<file path="config.mk">
export PLATFORM = sky130hd
export DESIGN_NAME = display_counter
export DESIGN_NICKNAME = d
export VERILOG_FILES = /design/src/rtl/display_counter_pkg.sv /design/src/rtl/hex_decoder.sv /design/src/rtl/display_counter.sv
export SDC_FILE = /design/constraint.sdc
export NUM_CORES = 1
export LEC_CHECK = 0
export ABC_AREA = 1
export ABC_CLOCK_PERIOD_IN_PS = 1200
export BUFFER_PORTS_ARGS = -buffer_cell sky130_fd_sc_hd__buf_4
export CORE_UTILIZATION = 32
export CTS_CLUSTER_DIAMETER = 60
export DETAILED_ROUTE_END_ITERATION = 8
export PLACE_DENSITY = 0.63
export REMOVE_ABC_BUFFERS = 1
export SYNTH_ARGS = -nofsm -noshare
export SYNTH_HDL_FRONTEND = slang
export SYNTH_SLANG_ARGS = --single-unit
</file>
<file path="constraint.sdc">
create_clock -name clock -period 1.2 [get_ports clock]
set_input_delay 0.18 -clock clock [delete_from_list [all_inputs] [get_ports clock]]
set_output_delay 0.18 -clock clock [all_outputs]
set_load 0.02 [all_outputs]
</file>
<file path="src/rtl/display_counter_pkg.sv">
// Shared definitions for the display counter and the HEX digit decoders.
//   state_t   : run/hold FSM encoding (S_RUN=0, S_HOLD=1)
//   SEG_*     : active-low 7-segment patterns, bit order {g,f,e,d,c,b,a}
//   seg_of()  : 4-bit value -> segment pattern
package display_counter_pkg;

    typedef enum logic {
        S_RUN  = 1'b0,
        S_HOLD = 1'b1
    } state_t;

    localparam logic [6:0] SEG_0     = 7'b1000000;
    localparam logic [6:0] SEG_1     = 7'b1111001;
    localparam logic [6:0] SEG_2     = 7'b0100100;
    localparam logic [6:0] SEG_3     = 7'b0110000;
    localparam logic [6:0] SEG_4     = 7'b0011001;
    localparam logic [6:0] SEG_5     = 7'b0010010;
    localparam logic [6:0] SEG_6     = 7'b0000010;
    localparam logic [6:0] SEG_7     = 7'b1111000;
    localparam logic [6:0] SEG_8     = 7'b0000000;
    localparam logic [6:0] SEG_9     = 7'b0010000;
    localparam logic [6:0] SEG_A     = 7'b0001000;
    localparam logic [6:0] SEG_B     = 7'b0000011;
    localparam logic [6:0] SEG_C     = 7'b1000110;
    localparam logic [6:0] SEG_D     = 7'b0100001;
    localparam logic [6:0] SEG_E     = 7'b0000110;
    localparam logic [6:0] SEG_F     = 7'b0001110;
    localparam logic [6:0] SEG_BLANK = 7'b1111111;

    function automatic logic [6:0] seg_of(input logic [3:0] v);
        logic [6:0] s;
        case (v)
            4'h0:    s = SEG_0;
            4'h1:    s = SEG_1;
            4'h2:    s = SEG_2;
            4'h3:    s = SEG_3;
            4'h4:    s = SEG_4;
            4'h5:    s = SEG_5;
            4'h6:    s = SEG_6;
            4'h7:    s = SEG_7;
            4'h8:    s = SEG_8;
            4'h9:    s = SEG_9;
            4'hA:    s = SEG_A;
            4'hB:    s = SEG_B;
            4'hC:    s = SEG_C;
            4'hD:    s = SEG_D;
            4'hE:    s = SEG_E;
            4'hF:    s = SEG_F;
            default: s = SEG_BLANK;
        endcase
        return s;
    endfunction

endpackage

</file>
<file path="src/rtl/hex_decoder.sv">
// Combinational 4-bit to active-low 7-segment decoder, one per HEX digit.
//   digit : value to show (0..15)
//   hex   : segments {g,f,e,d,c,b,a}, 0 = lit
module hex_decoder
    import display_counter_pkg::*;
(
    input  logic [3:0] digit,
    output logic [6:0] hex
);

    always_comb hex = seg_of(digit);

endmodule

</file>
<file path="src/rtl/display_counter.sv">
// Counts rate-divider enable pulses modulo MAX+1 and drives one HEX digit.
// A push button toggles between RUN (counting) and HOLD (frozen count).
//   clock    : board clock
//   clear_b  : async active-low reset
//   enable   : count strobe, one count per high cycle while running
//   par_load : synchronous load of load_val (clamped to MAX), overrides counting
//   load_val : value to load
//   up_down  : 1 = up, 0 = down
//   pause_n  : raw active-low button, asynchronous to clock
//   q        : current count
//   carry    : high for one cycle alongside the wrapped q value
//   running  : 1 in RUN, 0 in HOLD
//   hex      : active-low segments for q
module display_counter
    import display_counter_pkg::*;
#(
    parameter int WIDTH = 4,
    parameter int MAX   = 15
) (
    input  logic             clock,
    input  logic             clear_b,
    input  logic             enable,
    input  logic             par_load,
    input  logic [WIDTH-1:0] load_val,
    input  logic             up_down,
    input  logic             pause_n,
    output logic [WIDTH-1:0] q,
    output logic             carry,
    output logic             running,
    output logic [6:0]       hex
);

    if (MAX >= (1 << WIDTH)) begin : g_bad_max
        $error("display_counter: MAX must be less than 2**WIDTH");
    end

    localparam logic [WIDTH-1:0] MAX_V = WIDTH'(MAX);

    // Button synchroniser plus one edge-detect flop; all idle at released (1).
    logic sync_1, sync_2, btn_prev;
    logic press;

    always_ff @(posedge clock or negedge clear_b) begin
        if (!clear_b) begin
            sync_1   <= 1'b1;
            sync_2   <= 1'b1;
            btn_prev <= 1'b1;
        end else begin
            sync_1   <= pause_n;
            sync_2   <= sync_1;
            btn_prev <= sync_2;
        end
    end

    // High only on the cycle the synchronised button goes released->pressed,
    // so a held button toggles once.
    assign press = btn_prev & ~sync_2;

    state_t state, state_nxt;

    always_ff @(posedge clock or negedge clear_b) begin
        if (!clear_b) state <= S_RUN;
        else          state <= state_nxt;
    end

    always_comb begin
        state_nxt = state;
        case (state)
            S_RUN:   if (press) state_nxt = S_HOLD;
            S_HOLD:  if (press) state_nxt = S_RUN;
            default: state_nxt = S_RUN;
        endcase
    end

    assign running = (state == S_RUN);

    // Counter uses the current (pre-toggle) state, so a press in the same
    // cycle as enable still lets that count through.
    always_ff @(posedge clock or negedge clear_b) begin
        if (!clear_b) begin
            q     <= '0;
            carry <= 1'b0;
        end else if (par_load) begin
            q     <= (load_val > MAX_V) ? MAX_V : load_val;
            carry <= 1'b0;
        end else if (running && enable) begin
            if (up_down) begin
                if (q == MAX_V) begin
                    q     <= '0;
                    carry <= 1'b1;
                end else begin
                    q     <= q + WIDTH'(1);
                    carry <= 1'b0;
                end
            end else begin
                if (q == '0) begin
                    q     <= MAX_V;
                    carry <= 1'b1;
                end else begin
                    q     <= q - WIDTH'(1);
                    carry <= 1'b0;
                end
            end
        end else begin
            carry <= 1'b0;
        end
    end

    hex_decoder u_hex (
        .digit (4'(q)),
        .hex   (hex)
    );

endmodule
</file>
==> results of run 1 <==
-- metal layers --
metal,part of all wire,vias up
li1,-,446
met1,0.39,433
met2,0.53,38
met3,0.048,9
met4,0.025,0
met5,0,-
-- report_power, final --
part	switching, mW	internal (mW)
clock network	0.106	0.123
logic	1.09	0.994
registers	0.0789	0.372
-- state kept, by name, summed over array words and instances, names as in the netlist --
name and cells:
carry 1, sync_2 1, state 1, sync_1 1, q 4, btn_prev 1
-- path summary, 6_finish.rpt --
| check | end | cells after the start | from |
|---|---|---|---|
| max | hex[3] | 6 | q[0]$_DFFE_PN0P_ |
| min in group asynchronous | q[3]$_DFFE_PN0P_ | 2 | clear_b |
| max in group asynchronous | btn_prev$_DFF_PN1_ | 2 | clear_b |
| min reg2reg | sync_2$_DFF_PN1_ | 0 | sync_1$_DFF_PN1_ |
| max reg2reg | q[1]$_DFFE_PN0P_ | 8 | q[0]$_DFFE_PN0P_ |
| min | sync_1$_DFF_PN1_ | 1 | pause_n |
-- kinds of logic after synthesis --
logic type	count (synthesis)	synth area share
buffers and inverters	16	0.107
AO/OA/AOI/OAI	17	0.121
AND/OR/NAND/NOR	54	0.356
adder cells (fa/ha/maj)	6	0.0971
XOR/XNOR	2	0.0227
flip-flops	9	0.296
-- worst max-delay path, stage by stage (launching register included) --
cell	delay [ns]
dfrtp_2	0.48
inv_4	0.12
ha_4	0.22
nor2_2	0.13
o21ai_1	0.07
o21ai_1	0.09
buf_4	0.15
-- repair_timing --
action,in CTS,in global routing
pin swaps,9,10
gates resized for setup,41,18
hold endpoints to repair,9,0
setup endpoints to repair,16,16
hold buffers,1,0
setup buffers,3,11
-- area by class of cell --
type / instances / area, µm²
timing repair buffer: 52 / 465
fill: 188 / 836
clock buffer: 3 / 22.5
multi-input combinational: 79 / 599
sequential: 9 / 233
tap: 28 / 35.0
inverter: 13 / 58.8
clock inverter: 1 / 5.00
-- synth_stat cells (all sizes together) --
cell type and count:
a21oi 9, a2bb2oi 1, buf 3, dfrtp 6
dfstp 3, ha 6, inv 13, nand2 28
nand3 15, nand4 1, nor2 8, nor3 1
o21ai 6, o22ai 1, or2 1, xnor2 1
xor2 1
==> results_dict.tcl, run 1 <==
set metrics [dict create \
    status "complete, but fails checks" \
    violations "negative setup slack" \
    ys_seq_area_frac 0.296 \
    yosys-top-cells-area "dfrtp_1 (19%), nand2_1 (13%), dfstp_2 (10%), ha_1 (9.7%), nand3_1 (7.8%)" \
    rrSetupSlack_ns -0.28 \
    drc 0 \
    hpwl_um 1530 \
    worst_slack_ns -0.496 \
    cts_tree "yes" \
    grt_overflow 0 \
    die_area_um2 2620 \
    vdd_ir_drop_max_mv 1.27 \
    gp_congestion 0.889 \
    cts.path.max_buffers 2 \
    slew_headroom 0.733 \
    final_nets 174 \
    ant_nets 0 \
    die_h_um 51.2 \
    grt_pass1_wl_um 3470 \
    gr-usage-met2 0.320 \
    slew_violations 0 \
    tightest_slew_ns 0.401 \
    fin_hold_ws_ns 0.0212 \
    crit_path_start_kind "register" \
    dr.pass1.iters 4 \
    grt-busiest-layer "met2" \
    clock_sinks 9 \
    end_kind "output port" \
    rows 17 \
    met1_usage 0.215 \
    ios 23 \
    arrival_ns 1.52 \
    initialDrtViolationCount 33 \
    start_util 0.343 \
    final_hold_viol_count 0 \
    drive_above_1_share 0.611 \
    mostFrequentLayoutCell "buf_4" \
    coreArea_um2 2250 \
    ys_ff_latch 9 \
    yosysTopAreaCell "dfrtp_1" \
    min_period_ns 1.70 \
    critPathKind "register to output port" \
    synth.distinct_cells 24 \
    post-place-ws_ns -0.323 \
    cap_violations 0 \
    grt_use_total 0.180 \
    antenna_found_initial 0 \
    finalSetupViolations 15 \
    final_util 0.629 \
    numCtsBuffers 3 \
    yosys_warnings 0 \
    fin_cells 185 \
    synth_top_area_frac 0.194 \
    fin_crit_sh 1.41 \
    rsz0062_at_grt "yes" \
    leakage_nw 0.685 \
    syn_inst 104 \
    final_cell_mix "buf_4 (35), nand2_1 (25), buf_6 (14)" \
    syn_area_per_cell_um2 7.44 \
    clk_pin_slew_ns 0.06 \
    final_area_um2 1420 \
    antenna_cells 0 \
    max_freq_mhz 590 \
    place_area_um2 1070 \
    io_buffers 22 \
    finalPower_mw 2.76 \
    htreeDepth 1 \
    wl_um 2890 \
    insertion_delay_ns 0.26 \
    die_x_um 51.2 \
    p_per_area_nw_per_um2 1950 \
    final.setup_skew_ns 0.000395 \
    tns_ns -4.44 \
    wl_per_cell_um 15.6 \
    met3_usage 0.0536 \
    grt_max_degree 13 \
    path_max_fanout 5 \
    syn2layout_area_growth_pct 83.5 \
    worst-endpoint-required_ns 1.02 \
    place_inst 167 \
    vias_per_cell 5.01 \
    hold_class "input port to register" \
    grt_pass1_vias 772 \
    via_count 926 \
    syn_area_um2 773 \
    clock-root-buffer "clkbuf_4" \
]
Power figures use the tool's default switching activity.
==> inputs of run 2 (changes only) <==
--- a/config.mk
+++ b/config.mk
@@ -8,11 +8,14 @@
 export ABC_AREA = 1
 export ABC_CLOCK_PERIOD_IN_PS = 1200
 export BUFFER_PORTS_ARGS = -buffer_cell sky130_fd_sc_hd__buf_4
+export CELL_PAD_IN_SITES_DETAIL_PLACEMENT = 1
+export CELL_PAD_IN_SITES_GLOBAL_PLACEMENT = 1
 export CORE_UTILIZATION = 32
 export CTS_CLUSTER_DIAMETER = 60
 export DETAILED_ROUTE_END_ITERATION = 8
-export PLACE_DENSITY = 0.63
+export PLACE_DENSITY = 0.81
 export REMOVE_ABC_BUFFERS = 1
+export SKIP_LAST_GASP = 1
 export SYNTH_ARGS = -nofsm -noshare
 export SYNTH_HDL_FRONTEND = slang
 export SYNTH_SLANG_ARGS = --single-unit
==> run 2 against run 1 <==
Net effect: the flow still finishes with violations (negative setup slack); non-clock buffer count shrank 6; via count shrank 0.11%; count of clock-buffer cells in the layout grew 1; final area shrank 5.1%; worst setup slack is essentially flat; clock power grew 3%; sequential power shrank 2%; cell count shrank 3.2%; die area is the same; register-to-register slack is essentially flat; wire length grew 11%; sequential share of layout area grew 0.88 points; highest routed layer unchanged.
==> results_dict.tcl, run 2 (same netlist as run 1, synthesis figures left out) <==
set metrics [dict create \
    grt_use_total 0.234 \
    rows 17 \
    grt_pass1_wl_um 4490 \
    rsz0062_at_grt "yes" \
    crit_slowest_cell "dfrtp_2" \
    final_util 0.597 \
    crit_path_start_kind "register" \
    final.setup_skew_ns 0.00371 \
    cpLargestDelayFamily "flip-flops" \
    hold_class "input port to register" \
    via_count 925 \
    fin_cells 179 \
    fillers 276 \
    wl_um 3220 \
    status "complete, but fails checks" \
    final_hold_viol_count 0 \
    drc 0 \
    ios 23 \
    io_buffers 22 \
    end_kind "output port" \
    clock_sinks 9 \
    numCtsBuffers 3 \
    clk_pin_slew_ns 0.06 \
    critPathKind "register to output port" \
    path_max_fanout 3 \
    syn2layout_area_growth_pct 74.1 \
    slew_headroom 0.685 \
    fin_crit_sh 1.41 \
    insertion_delay_ns 0.26 \
    hpwl_um 1890 \
    crit_path_max_incr_delay_ns 0.46 \
    ant_nets 0 \
    largest_reg_flops 4 \
    die_x_um 51.2 \
    cap_violations 0 \
    final_cell_mix "buf_4 (31), nand2_1 (25), buf_6 (13)" \
    gp_congestion 0.872 \
    mostFrequentLayoutCell "buf_4" \
    post-place-ws_ns -0.348 \
    cts.path.max_buffers 2 \
    grt_max_degree 10 \
    violations "negative setup slack" \
    wl_per_cell_um 18.0 \
    antenna_cells 0 \
    antenna_found_initial 0 \
    die_h_um 51.2 \
    start_util 0.343 \
    grt_overflow 0 \
    worst-r2r-cell-count 10 \
    die_area_um2 2620 \
    fin_hold_ws_ns 0.0185 \
    worst-endpoint-required_ns 1.02 \
    final_nets 168 \
    coreArea_um2 2250 \
    finalSetupViolations 16 \
    min_period_ns 1.70 \
    path_cells "buf_6, ha_4, inv_4, nor2_4, o21ai_1, o21ai_1, buf_4" \
    leakage_nw 0.632 \
    grt_pass1_vias 926 \
    initialDrtViolationCount 8 \
    path_buf_inv 3 \
    worst_slack_ns -0.496 \
    cp_common_cell "o21ai_1" \
    tightest_slew_ns 0.473 \
    htreeDepth 1 \
    place_inst 166 \
    regMostFlops "q" \
    whs_path_depth 1 \
    path_depth 7 \
    slew_violations 0 \
    vdd_ir_drop_max_mv 1.05 \
    p_per_area_nw_per_um2 1960 \
    max_freq_mhz 590 \
    cts_tree "yes" \
    arrival_ns 1.52 \
    vias_per_cell 5.17 \
    drive_above_1_share 0.583 \
    clock-root-buffer "clkbuf_4" \
    dr.pass1.iters 4 \
]
## run 2: cell types whose count changed in the layout (fill, tap and decap cells not counted), moves of 2 or more
cell,change
buf_4,-4
a21oi_1,-2
a21oi_2,+2
inv_4,-2
o21ai_0,+2
o21ai_2,-2
## run 2: metrics by stage
stage / cell area [µm²] / TNS, ns / power [mW]
floorplan: 739 / -4.78 / 1.20
global placement: 1060 / -1.87 / 1.82
detailed placement: 1060 / -2.83 / 1.88
CTS: 1220 / -3.98 / 2.35
global route: 1350 / -5.24 / 2.76
finish: 1350 / -4.53 / 2.64
## run 2: final timing paths
path / from / end / slack [ns]
max: q[0]$_DFFE_PN0P_ / hex[3] / -0.50
min: pause_n / sync_1$_DFF_PN1_ / 0.02
max reg2reg: q[0]$_DFFE_PN0P_ / q[3]$_DFFE_PN0P_ / -0.29
min reg2reg: sync_1$_DFF_PN1_ / sync_2$_DFF_PN1_ / 0.36
max in group asynchronous: clear_b / sync_2$_DFF_PN1_ / 0.71
min in group asynchronous: clear_b / q[3]$_DFFE_PN0P_ / 0.27
## run 2: what timing repair did
item | CTS | global route
setup endpoints to repair | 14 | 16
endpoints found under the hold margin | 9 | 0
hold buffers | 1 | 0
gates resized for setup | 27 | 26
pin swaps | 10 | 8
gates cloned | 0 | 0
setup buffers | 5 | 6
## run 2: area by class of cell
type / count / area (µm²) / area share
timing repair buffer: 46 / 409 / 0.304
tap: 28 / 35.0 / 0.0260
clock buffer: 4 / 26.3 / 0.0195
multi-input combinational: 79 / 584 / 0.434
sequential: 9 / 233 / 0.173
inverter: 13 / 58.8 / 0.0437
## run 2: worst reg2reg max path, stage by stage, from the launching register on
cell,delay [ns]
dfrtp_2,0.46
buf_6,0.15
buf_6,0.11
buf_6,0.11
buf_6,0.11
nand3_2,0.07
nand2_2,0.06
nand3_2,0.08
nand3_2,0.06
nand2_1,0.09
nand2_1,0.08
## run 2: power by group
part,leakage (nW),switching [mW],internal [mW],total (mW)
registers,0.102,0.0696,0.371,0.441
logic,0.515,1.07,0.892,1.97
clock network,0.0150,0.109,0.128,0.237
total,0.632,1.25,1.39,2.64
## run 2: layer usage
layer	part of all wire	vias up	GRT usage
li1	-	429	-
met3	0.019	13	0.0238
met1	0.43	459	0.300
met4	0.034	0	0.0926
met5	0	-	0
met2	0.52	24	0.399
==> inputs of run 3 (changes only) <==
--- a/config.mk
+++ b/config.mk
@@ -14,7 +14,6 @@
 export CTS_CLUSTER_DIAMETER = 60
 export DETAILED_ROUTE_END_ITERATION = 8
 export PLACE_DENSITY = 0.81
-export REMOVE_ABC_BUFFERS = 1
 export SKIP_LAST_GASP = 1
 export SYNTH_ARGS = -nofsm -noshare
 export SYNTH_HDL_FRONTEND = slang
==> run 3 against run 2 <==
Net effect: the flow still finishes with violations (negative setup slack); combinational power up 20%; wire length up 21%; first-iteration DRC count grew 13%; non-clock buffer count up 7; sequential share of layout area decreased by 1.7 points; worst setup slack worse by 0.083 ns; critical path depth shrank 1; utilization rose by 6.0 points; clock power increased by 12%; sequential power decreased by 2%; fmax shrank 4.7%; hold slack gained 0.10 ns; critical endpoint unchanged; highest routed layer unchanged.
==> results_dict.tcl, run 3 (same netlist as run 1, synthesis figures left out) <==
set metrics [dict create \
    status "complete, but fails checks" \
    violations "negative setup slack" \
    seqPwrFrac 0.142 \
    startpoint "q[0]$_DFFE_PN0P_" \
    slew_headroom 0.741 \
    critPathKind "register to output port" \
    final_nets 175 \
    fin_crit_sh 1.48 \
    htreeDepth 1 \
    regMostFlops "q" \
    cap_violations 0 \
    worst-r2r-cell-count 8 \
    die_area_um2 2620 \
    antenna_cells 0 \
    final.setup_skew_ns 0.00932 \
    clock_sinks 9 \
    start_util 0.343 \
    coreArea_um2 2250 \
    numCtsBuffers 3 \
    p_per_area_nw_per_um2 2060 \
    end_kind "output port" \
    die_x_um 51.2 \
    rsz0062_at_grt "yes" \
    io_buffers 22 \
    max_freq_mhz 562 \
    p_clk_frac 0.087 \
    combinationalPowerShare 0.772 \
    clk_pin_slew_ns 0.07 \
    syn-num-nets 120 \
    final_hold_viol_count 0 \
    leakage_nw 0.707 \
    path_max_fanout 5 \
    insertion_delay_ns 0.29 \
    vdd_ir_drop_max_mv 1.29 \
    die_h_um 51.2 \
    gp_congestion 0.847 \
    worst_slack_ns -0.579 \
    grt_overflow 0 \
    largest_reg_flops 4 \
    syn2layout_area_growth_pct 91.7 \
    arrival_ns 1.60 \
    hpwl_um 2040 \
    tightest_slew_ns 0.388 \
    min_period_ns 1.78 \
    initialDrtViolationCount 9 \
    drc 0 \
    ios 23 \
    wl_um 3900 \
    grt_use_total 0.255 \
    cts_tree "yes" \
    fillers 257 \
    rrSetupSlack_ns -0.29 \
    rows 17 \
    finalSetupViolations 16 \
    hold_class "input port to register" \
    cts.path.max_buffers 2 \
    clock-root-buffer "clkbuf_4" \
    finalPower_mw 3.06 \
    grt_pass1_vias 1012 \
    slew_violations 0 \
    grt_max_degree 10 \
    post-place-ws_ns -0.296 \
    via_count 1005 \
    swShare 0.472 \
    worst-endpoint-required_ns 1.02 \
    final_cell_mix "buf_4 (38), nand2_1 (24), nand3_1 (8), buf_6 (8)" \
    antenna_found_initial 0 \
    vias_per_cell 5.40 \
    dr.pass1.iters 4 \
    wl_per_cell_um 20.9 \
    mostFrequentLayoutCell "buf_4" \
    drive_above_1_share 0.646 \
    switching_power_mw 1.45 \
    crit_path_start_kind "register" \
    grt_pass1_wl_um 4820 \
    endpoint "hex[3]" \
    power.internal_mw 1.61 \
    rr_endpoint "q[1]$_DFFE_PN0P_" \
    r2r_start "q[0]$_DFFE_PN0P_" \
    ant_nets 0 \
]
-- run 3: timing repair --
action / CTS / global route
hold buffers: 1 / 1
endpoints found under the hold margin: 9 / 1
gates cloned: 1 / 0
pin swaps: 4 / 9
gates resized for setup: 15 / 29
buffers inserted: 3 / 5
endpoints found under the setup margin: 16 / 16
-- run 3: worst max-delay path, stage by stage (launching register included) --
cell,delay (ns)
dfrtp_2,0.47
inv_4,0.13
ha_4,0.23
nor2_1,0.18
o21ai_2,0.07
o21ai_2,0.06
buf_4,0.16
-- run 3: layout make-up --
cell class	count	area, µm²	area share
inverters	13	56.3	0.0380
flip-flops and latches	9	231	0.156
repair buffers	53	493	0.332
clock buffers	4	26.3	0.0177
well taps	28	35.0	0.0236
multi-input cells	79	641	0.432
-- run 3: worst min-delay path by stage --
stage | cells after the start | endpoint | from | slack [ns]
finish | 3 | q[1]$_DFFE_PN0P_ | load_val[1] | 0.12
global route | 3 | q[2]$_DFFE_PN0P_ | load_val[2] | 0.13
CTS | 1 | sync_1$_DFF_PN1_ | pause_n | 0.02
detailed placement | 1 | carry$_DFF_PN0_ | clear_b | 0.01
global placement | 1 | q[3]$_DFFE_PN0P_ | clear_b | 0.009
floorplan | 0 | carry$_DFF_PN0_ | clear_b | -0.12
-- run 3: power groups by stage --
| stage | clock network, mW | logic, mW | registers [mW] |
|---|---|---|---|
| floorplan | 0 | 0.907 | 0.490 |
| global placement | 0 | 1.61 | 0.419 |
| detailed placement | 0 | 1.68 | 0.425 |
| CTS | 0.250 | 1.91 | 0.424 |
| global route | 0.287 | 2.46 | 0.439 |
| finish | 0.266 | 2.36 | 0.433 |
-- run 3: layer usage --
metal,routed length [µm],share of wire,GRT usage,vias to the layer above
met5,0,0,0,-
met1,1600,0.41,0.293,504
met2,2030,0.52,0.458,34
li1,-,-,-,450
met3,128,0.033,0.0714,17
met4,143,0.037,0.0648,0
-- run 3: stage by stage --
stage / instances / cell area [µm²] / util / TNS, ns / hold slack, ns
floorplan: 104 / 828 / - / -1.38 / -0.116
global placement: 171 / 1160 / 0.513 / -1.49 / 0.00905
detailed placement: 171 / 1160 / 0.513 / -2.01 / 0.0122
CTS: 180 / 1310 / 0.579 / -4.14 / 0.0172
global route: 186 / 1480 / 0.658 / -6.03 / 0.132
finish: 186 / 1480 / 0.658 / -5.34 / 0.123
